--- config.mk ---
export PLATFORM = sky130hd
export DESIGN_NAME = updi_rx_buffer
export DESIGN_NICKNAME = d
export VERILOG_FILES = /design/src/rtl/updi_rx_buffer.sv
export SDC_FILE = /design/constraint.sdc
export NUM_CORES = 1
export LEC_CHECK = 0
export CORE_ASPECT_RATIO = 1.2
export CORE_MARGIN = 2
export CORE_UTILIZATION = 40
export DETAILED_ROUTE_END_ITERATION = 10
export MAX_ROUTING_LAYER = met4
export PLACE_DENSITY = 0.62
export SLEW_MARGIN = 20
export SYNTH_ARGS = -nofsm -noshare
export SYNTH_HDL_FRONTEND = slang
export SYNTH_SLANG_ARGS = --single-unit
--- constraint.sdc ---
create_clock -name clk -period 3.52 [get_ports clk]
set_input_delay 0.704 -clock clk [delete_from_list [all_inputs] [get_ports clk]]
set_output_delay 0.704 -clock clk [all_outputs]
set_load 0.005 [all_outputs]
--- src/rtl/updi_rx_buffer.sv ---
// updi_rx_buffer
// Receive-side buffer for a UPDI link.
// - Queues UART receiver characters, with a per-entry error flag, in a
//   first-word-fall-through FIFO.
// - Runs a response timer that fires after TIMEOUT_CYCLES clocks of line silence.
// - Optional echo filter, enabled with the macro UPDI_RX_ECHO_FILTER_EN, drops
//   the self-echo of bytes driven onto the single-wire line.
module updi_rx_buffer #(
    parameter int DATA_BITS      = 8,
    parameter int DEPTH          = 16,
    parameter int TIMEOUT_CYCLES = 65536
) (
    input  logic                         clk,
    input  logic                         rst_n,
    input  logic [DATA_BITS-1:0]         in_data,
    input  logic                         in_valid,
    input  logic                         in_error,
    output logic [DATA_BITS-1:0]         out_data,
    output logic                         out_err,
    output logic                         out_valid,
    input  logic                         out_ready,
    input  logic                         flush,
    output logic [$clog2(DEPTH+1)-1:0]   count,
    output logic                         overflow,
    input  logic                         timeout_arm,
    output logic                         timeout,
    input  logic                         echo_load,
    input  logic [7:0]                   echo_count
);

    localparam int PW = $clog2(DEPTH);
    localparam int CW = $clog2(DEPTH + 1);
    localparam int TW = $clog2(TIMEOUT_CYCLES);

    typedef enum logic {
        S_IDLE = 1'b0,
        S_WAIT = 1'b1
    } state_t;

    // Storage: {err, data} per entry. Read is combinational so the head falls through.
    logic [DATA_BITS:0]  r_mem [DEPTH];
    logic [PW-1:0]       r_wr_ptr;
    logic [PW-1:0]       r_rd_ptr;
    logic [CW-1:0]       r_count;
    logic                r_overflow;

    state_t              r_state;
    state_t              w_state_next;
    logic [TW-1:0]       r_tcnt;
    logic [TW-1:0]       w_tcnt_next;
    logic                r_timeout;
    logic                w_timeout_next;

    logic                w_rx;
    logic                w_discard;
    logic                w_full;
    logic                w_pop;
    logic                w_accept;
    logic                w_push;
    logic                w_drop;
    logic [DATA_BITS:0]  w_wentry;

    // Any receiver strobe is line activity; an error strobe wins over a data strobe.
    assign w_rx     = in_valid | in_error;
    assign w_wentry = in_error ? {1'b1, {DATA_BITS{1'b0}}} : {1'b0, in_data};
    assign w_full   = (r_count == CW'(DEPTH));
    assign w_pop    = (r_count != '0) & out_ready;
    assign w_accept = w_rx & ~w_discard;
    // A full FIFO still accepts a write when the head leaves in the same cycle.
    assign w_push   = w_accept & (~w_full | w_pop);
    assign w_drop   = w_accept & w_full & ~w_pop;

`ifdef UPDI_RX_ECHO_FILTER_EN
    logic [7:0] r_echo_cnt;
    logic [7:0] w_echo_next;

    // Echo counter: a load overrides the running count and may itself consume the coincident push.
    always_comb begin
        w_echo_next = r_echo_cnt;
        w_discard   = 1'b0;
        if (echo_load) begin
            w_discard   = w_rx && (echo_count != 8'd0);
            w_echo_next = w_discard ? (echo_count - 8'd1) : echo_count;
        end else if (w_rx && (r_echo_cnt != 8'd0)) begin
            w_discard   = 1'b1;
            w_echo_next = r_echo_cnt - 8'd1;
        end
    end

    // Echo counter register; flush abandons any pending echo.
    always_ff @(posedge clk) begin
        if (!rst_n || flush) begin
            r_echo_cnt <= 8'd0;
        end else begin
            r_echo_cnt <= w_echo_next;
        end
    end
`else
    logic w_unused_echo;
    assign w_unused_echo = ^{echo_load, echo_count};
    assign w_discard     = 1'b0;
`endif

    // FIFO control: pointers wrap naturally, occupancy is tracked separately.
    always_ff @(posedge clk) begin
        if (!rst_n || flush) begin
            r_wr_ptr   <= '0;
            r_rd_ptr   <= '0;
            r_count    <= '0;
            r_overflow <= 1'b0;
        end else begin
            if (w_push) begin
                r_wr_ptr <= r_wr_ptr + 1'b1;
            end
            if (w_pop) begin
                r_rd_ptr <= r_rd_ptr + 1'b1;
            end
            if (w_push && !w_pop) begin
                r_count <= r_count + CW'(1);
            end else if (!w_push && w_pop) begin
                r_count <= r_count - CW'(1);
            end
            if (w_drop) begin
                r_overflow <= 1'b1;
            end
        end
    end

    // Storage write; contents need no reset because the pointers define what is valid.
    always_ff @(posedge clk) begin
        if (rst_n && !flush && w_push) begin
            r_mem[r_wr_ptr] <= w_wentry;
        end
    end

    // Timer state register.
    always_ff @(posedge clk) begin
        if (!rst_n) begin
            r_state   <= S_IDLE;
            r_tcnt    <= '0;
            r_timeout <= 1'b0;
        end else begin
            r_state   <= w_state_next;
            r_tcnt    <= w_tcnt_next;
            r_timeout <= w_timeout_next;
        end
    end

    // Timer next state: arm beats expiry, line activity beats expiry, flush beats all.
    always_comb begin
        w_state_next   = r_state;
        w_tcnt_next    = r_tcnt;
        w_timeout_next = 1'b0;
        if (flush) begin
            w_state_next = S_IDLE;
            w_tcnt_next  = '0;
        end else if (timeout_arm) begin
            w_state_next = S_WAIT;
            w_tcnt_next  = '0;
        end else if (r_state == S_WAIT) begin
            if (w_rx) begin
                w_tcnt_next = '0;
            end else if (r_tcnt == TW'(TIMEOUT_CYCLES - 1)) begin
                w_timeout_next = 1'b1;
                w_state_next   = S_IDLE;
                w_tcnt_next    = '0;
            end else begin
                w_tcnt_next = r_tcnt + 1'b1;
            end
        end
    end

    assign out_valid = (r_count != '0);
    assign out_data  = out_valid ? r_mem[r_rd_ptr][DATA_BITS-1:0] : '0;
    assign out_err   = out_valid ? r_mem[r_rd_ptr][DATA_BITS] : 1'b0;
    assign count     = r_count;
    assign overflow  = r_overflow;
    assign timeout   = r_timeout;

endmodule

==> reports/metrics.cfg <==
[status]
status = complete, no violations

[floorplanning]
die_h_um = 152
fp.dieW_um = 128
initial_core_util_pct = 40.5
num_io_pins = 41
dieArea_mm2 = 0.0194
core_mm2 = 0.0181
rows = 54

[worst_hold_path]
min_path_type = reg -> reg
whs_path_depth = 1
holdPathEnd = r_tcnt[13]
min_from = r_tcnt[13]

[clock_network]
post_cts_buffers = 0
clock_latency_ns = 0.42
cts_resized = 0
htree_levels = 4
clock-sinks = 180
cts_tree = yes
cts_buffers = 17
clkTransAtPathRegs_ns = 0.07
clk_path_buf_depth = 2
hold_buffers = 0
cts-root-buf = clkbuf_16

[yosys]
async_reset_ff_share_pct = 0
netlist_area_mm2 = 0.00734
synth_area_leader_cell = edfxtp_1
synth_area_leaders = edfxtp_1 59%, mux4_2 11%, dfxtp_1 9.8%, mux2i_1 2.6%, nor2_1 2.2%
syn-mean-instance-area_um2 = 16.2
ys_warn_count = 0
synth_commonest_cells = 144 x edfxtp_1, 43 x nor2_1, 36 x dfxtp_1, 36 x mux4_2, 23 x nand2_1
netlist.area_leader.share_pct = 58.9
yosysUniqueCellTypes = 46
ys_seq_area_share_pct = 68.8
synth_edf_count = 144
synth_fp_nets = 489
ys_seq_elements = 180
synth_ff_type = edfxtp_1
netlist_instances = 454
synth_most_common_cell = edfxtp_1

[route]
ant_nets = 0
first_pass_iters = 4
drc = 0
wl_per_cell_um = 19.1
viasPerCell = 5.35
drt_iter0_markers = 349
wl_mm = 14.3
vias = 4000

[sta]
worst_pin_slew_ns = 1.07
fmax_mhz = 310
finalClockSkew_ns = 0.00786
slew-limit-headroom_pct = 28.2
fin_crit_ns = 3.22
finalCritPeriodShare_pct = 91.6
tns_ns = 0
rsz0062_at_grt = no
final_hold_viol_count = 0
setup_viol = 0
slew_viol_final = 0

[placement]
gp_congestion = 0.815
postPlaceCellArea_mm2 = 0.00805
dp_hpwl_mm = 9.18
dpl.cell_count = 716
portBuffers = 31

[global_route]
antenna_found_initial = 0
grt_start_max_net_pins = 37
globalRouteOverflowTotal = 0
grt_pass1_vias = 4138
grt_usage_pct = 16.1
grt_pass1_wl_mm = 22.6

[power]
p_leak_nw = 2.73
p_per_area_mw_per_mm2 = 548
peakVddDrop_mv = 0.330

[setup_path]
regToRegEndpoint = count[4]
worst-r2r-cell-count = 12
critical_path_class = reg -> out
cp-end-kind = output port
cp.required_ns = 2.82
start_kind = flop
rrSetupSlack_ns = 0.56
worst_r2r_startpoint = count[0]
worst-path-max-fanout = 36
crit_arrival_ns = 2.52

[layout]
fill_cells = 1561
areaGrowthSynthToFinish_pct = 17.6
layout-drive-gt1-share_pct = 19.1
final_cells = 748
final_nets = 546
diodes = 0
fin_area_mm2 = 0.00863

[flow_run]
max_cap_violations = 0

-- worst max path at each step --
stage	startpoint	endpoint	slack (ns)	cells after the start
global route	count[1]	out_err	0.12	6
finish	flop	out_data[0]	0.30	5
detailed placement	out_ready	count[4]	0.23	11
CTS	flop	out_data[0]	0.23	5
floorplan	count[0]	count[4]	0.76	12
global placement	out_ready	count[4]	0.32	11
-- power breakdown --
group / leakage [nW] / total, W / switching (W) / internal (W)
sequential: 1.61 / 0.00235 / 0.0000254 / 0.00232
clock: 0.261 / 0.00178 / 0.000771 / 0.00101
combinational: 0.867 / 0.000604 / 0.000296 / 0.000308
total: 2.73 / 0.00473 / 0.00109 / 0.00363
-- stage by stage --
| step | hold slack, ns | setup slack [ns] | util [%] | power, W |
|---|---|---|---|---|
| after global placement | 0.461 | 0.322 | 44.5 | 0.00298 |
| final | 0.486 | 0.295 | 47.6 | 0.00473 |
| after global routing | 0.522 | 0.118 | 47.6 | 0.00491 |
| after CTS | 0.482 | 0.226 | 47.6 | 0.00477 |
| after floorplan | 0.439 | 0.760 | - | 0.00275 |
| after detailed placement | 0.468 | 0.229 | 44.5 | 0.00300 |
-- placed cells by master, fill, tap and decap left out, types with 3 or more instances in the layout --
cell / instances
a21o_1: 3
a21oi_1: 9
a31oi_1: 5
buf_4: 22
clkbuf_16: 19
clkdlybuf4s50_1: 31
clkinvlp_4: 6
dfxtp_1: 35
edfxtp_1: 144
ha_1: 10
inv_1: 8
mux2i_1: 19
mux4_2: 36
nand2_1: 23
nand2b_1: 6
nand3_1: 10
nand4_1: 7
nor2_1: 43
nor2b_1: 9
nor3_1: 12
o21ai_0: 5
o22ai_1: 9
o31ai_1: 3
or3_1: 3
xnor2_1: 3
xor2_1: 11
-- layer usage --
layer | wire [um] | share of wire, % | GRT usage (%)
met1 | 6090 | 43 | 19.7
met2 | 7470 | 52 | 26.8
met3 | 590 | 4.1 | 3.55
met4 | 104 | 0.73 | 4.92
met5 | 0 | 0 | -
-- cell families after synthesis --
group	synth area share, %
multiplexers	13.6
AO/OA/AOI/OAI	3.67
XOR/XNOR	1.67
adder cells (fa/ha/maj)	1.98
AND/OR/NAND/NOR	8.75
flip-flops	68.8
buffers and inverters	1.52
-- registers in the layout (all words and copies together) (netlist names), named ones only --
name / cells
count: 5
r_state: 1
overflow: 1
r_rd_ptr: 4
r_tcnt: 16
r_wr_ptr: 4
r_mem: 144
timeout: 1
-- layout make-up --
class,instances,area (um^2),area share (%)
Tap cell,224,280,3.25
Clock buffer,22,497,5.76
Timing Repair Buffer,55,515,5.98
Sequential cell,180,5050,58.5
Inverter,8,30.0,0.348
Multi-Input combinational cell,249,2180,25.3
Clock inverter,10,72.6,0.841
-- worst max-delay path, stage by stage (launching register included) --
cell	delay, ns
dfxtp_2	0.34
buf_12	0.29
mux4_2	0.55
mux2i_1	0.23
o22ai_1	0.19
clkdlybuf4s50_1	0.49
No activity file was read; power rests on OpenSTA's default activity.
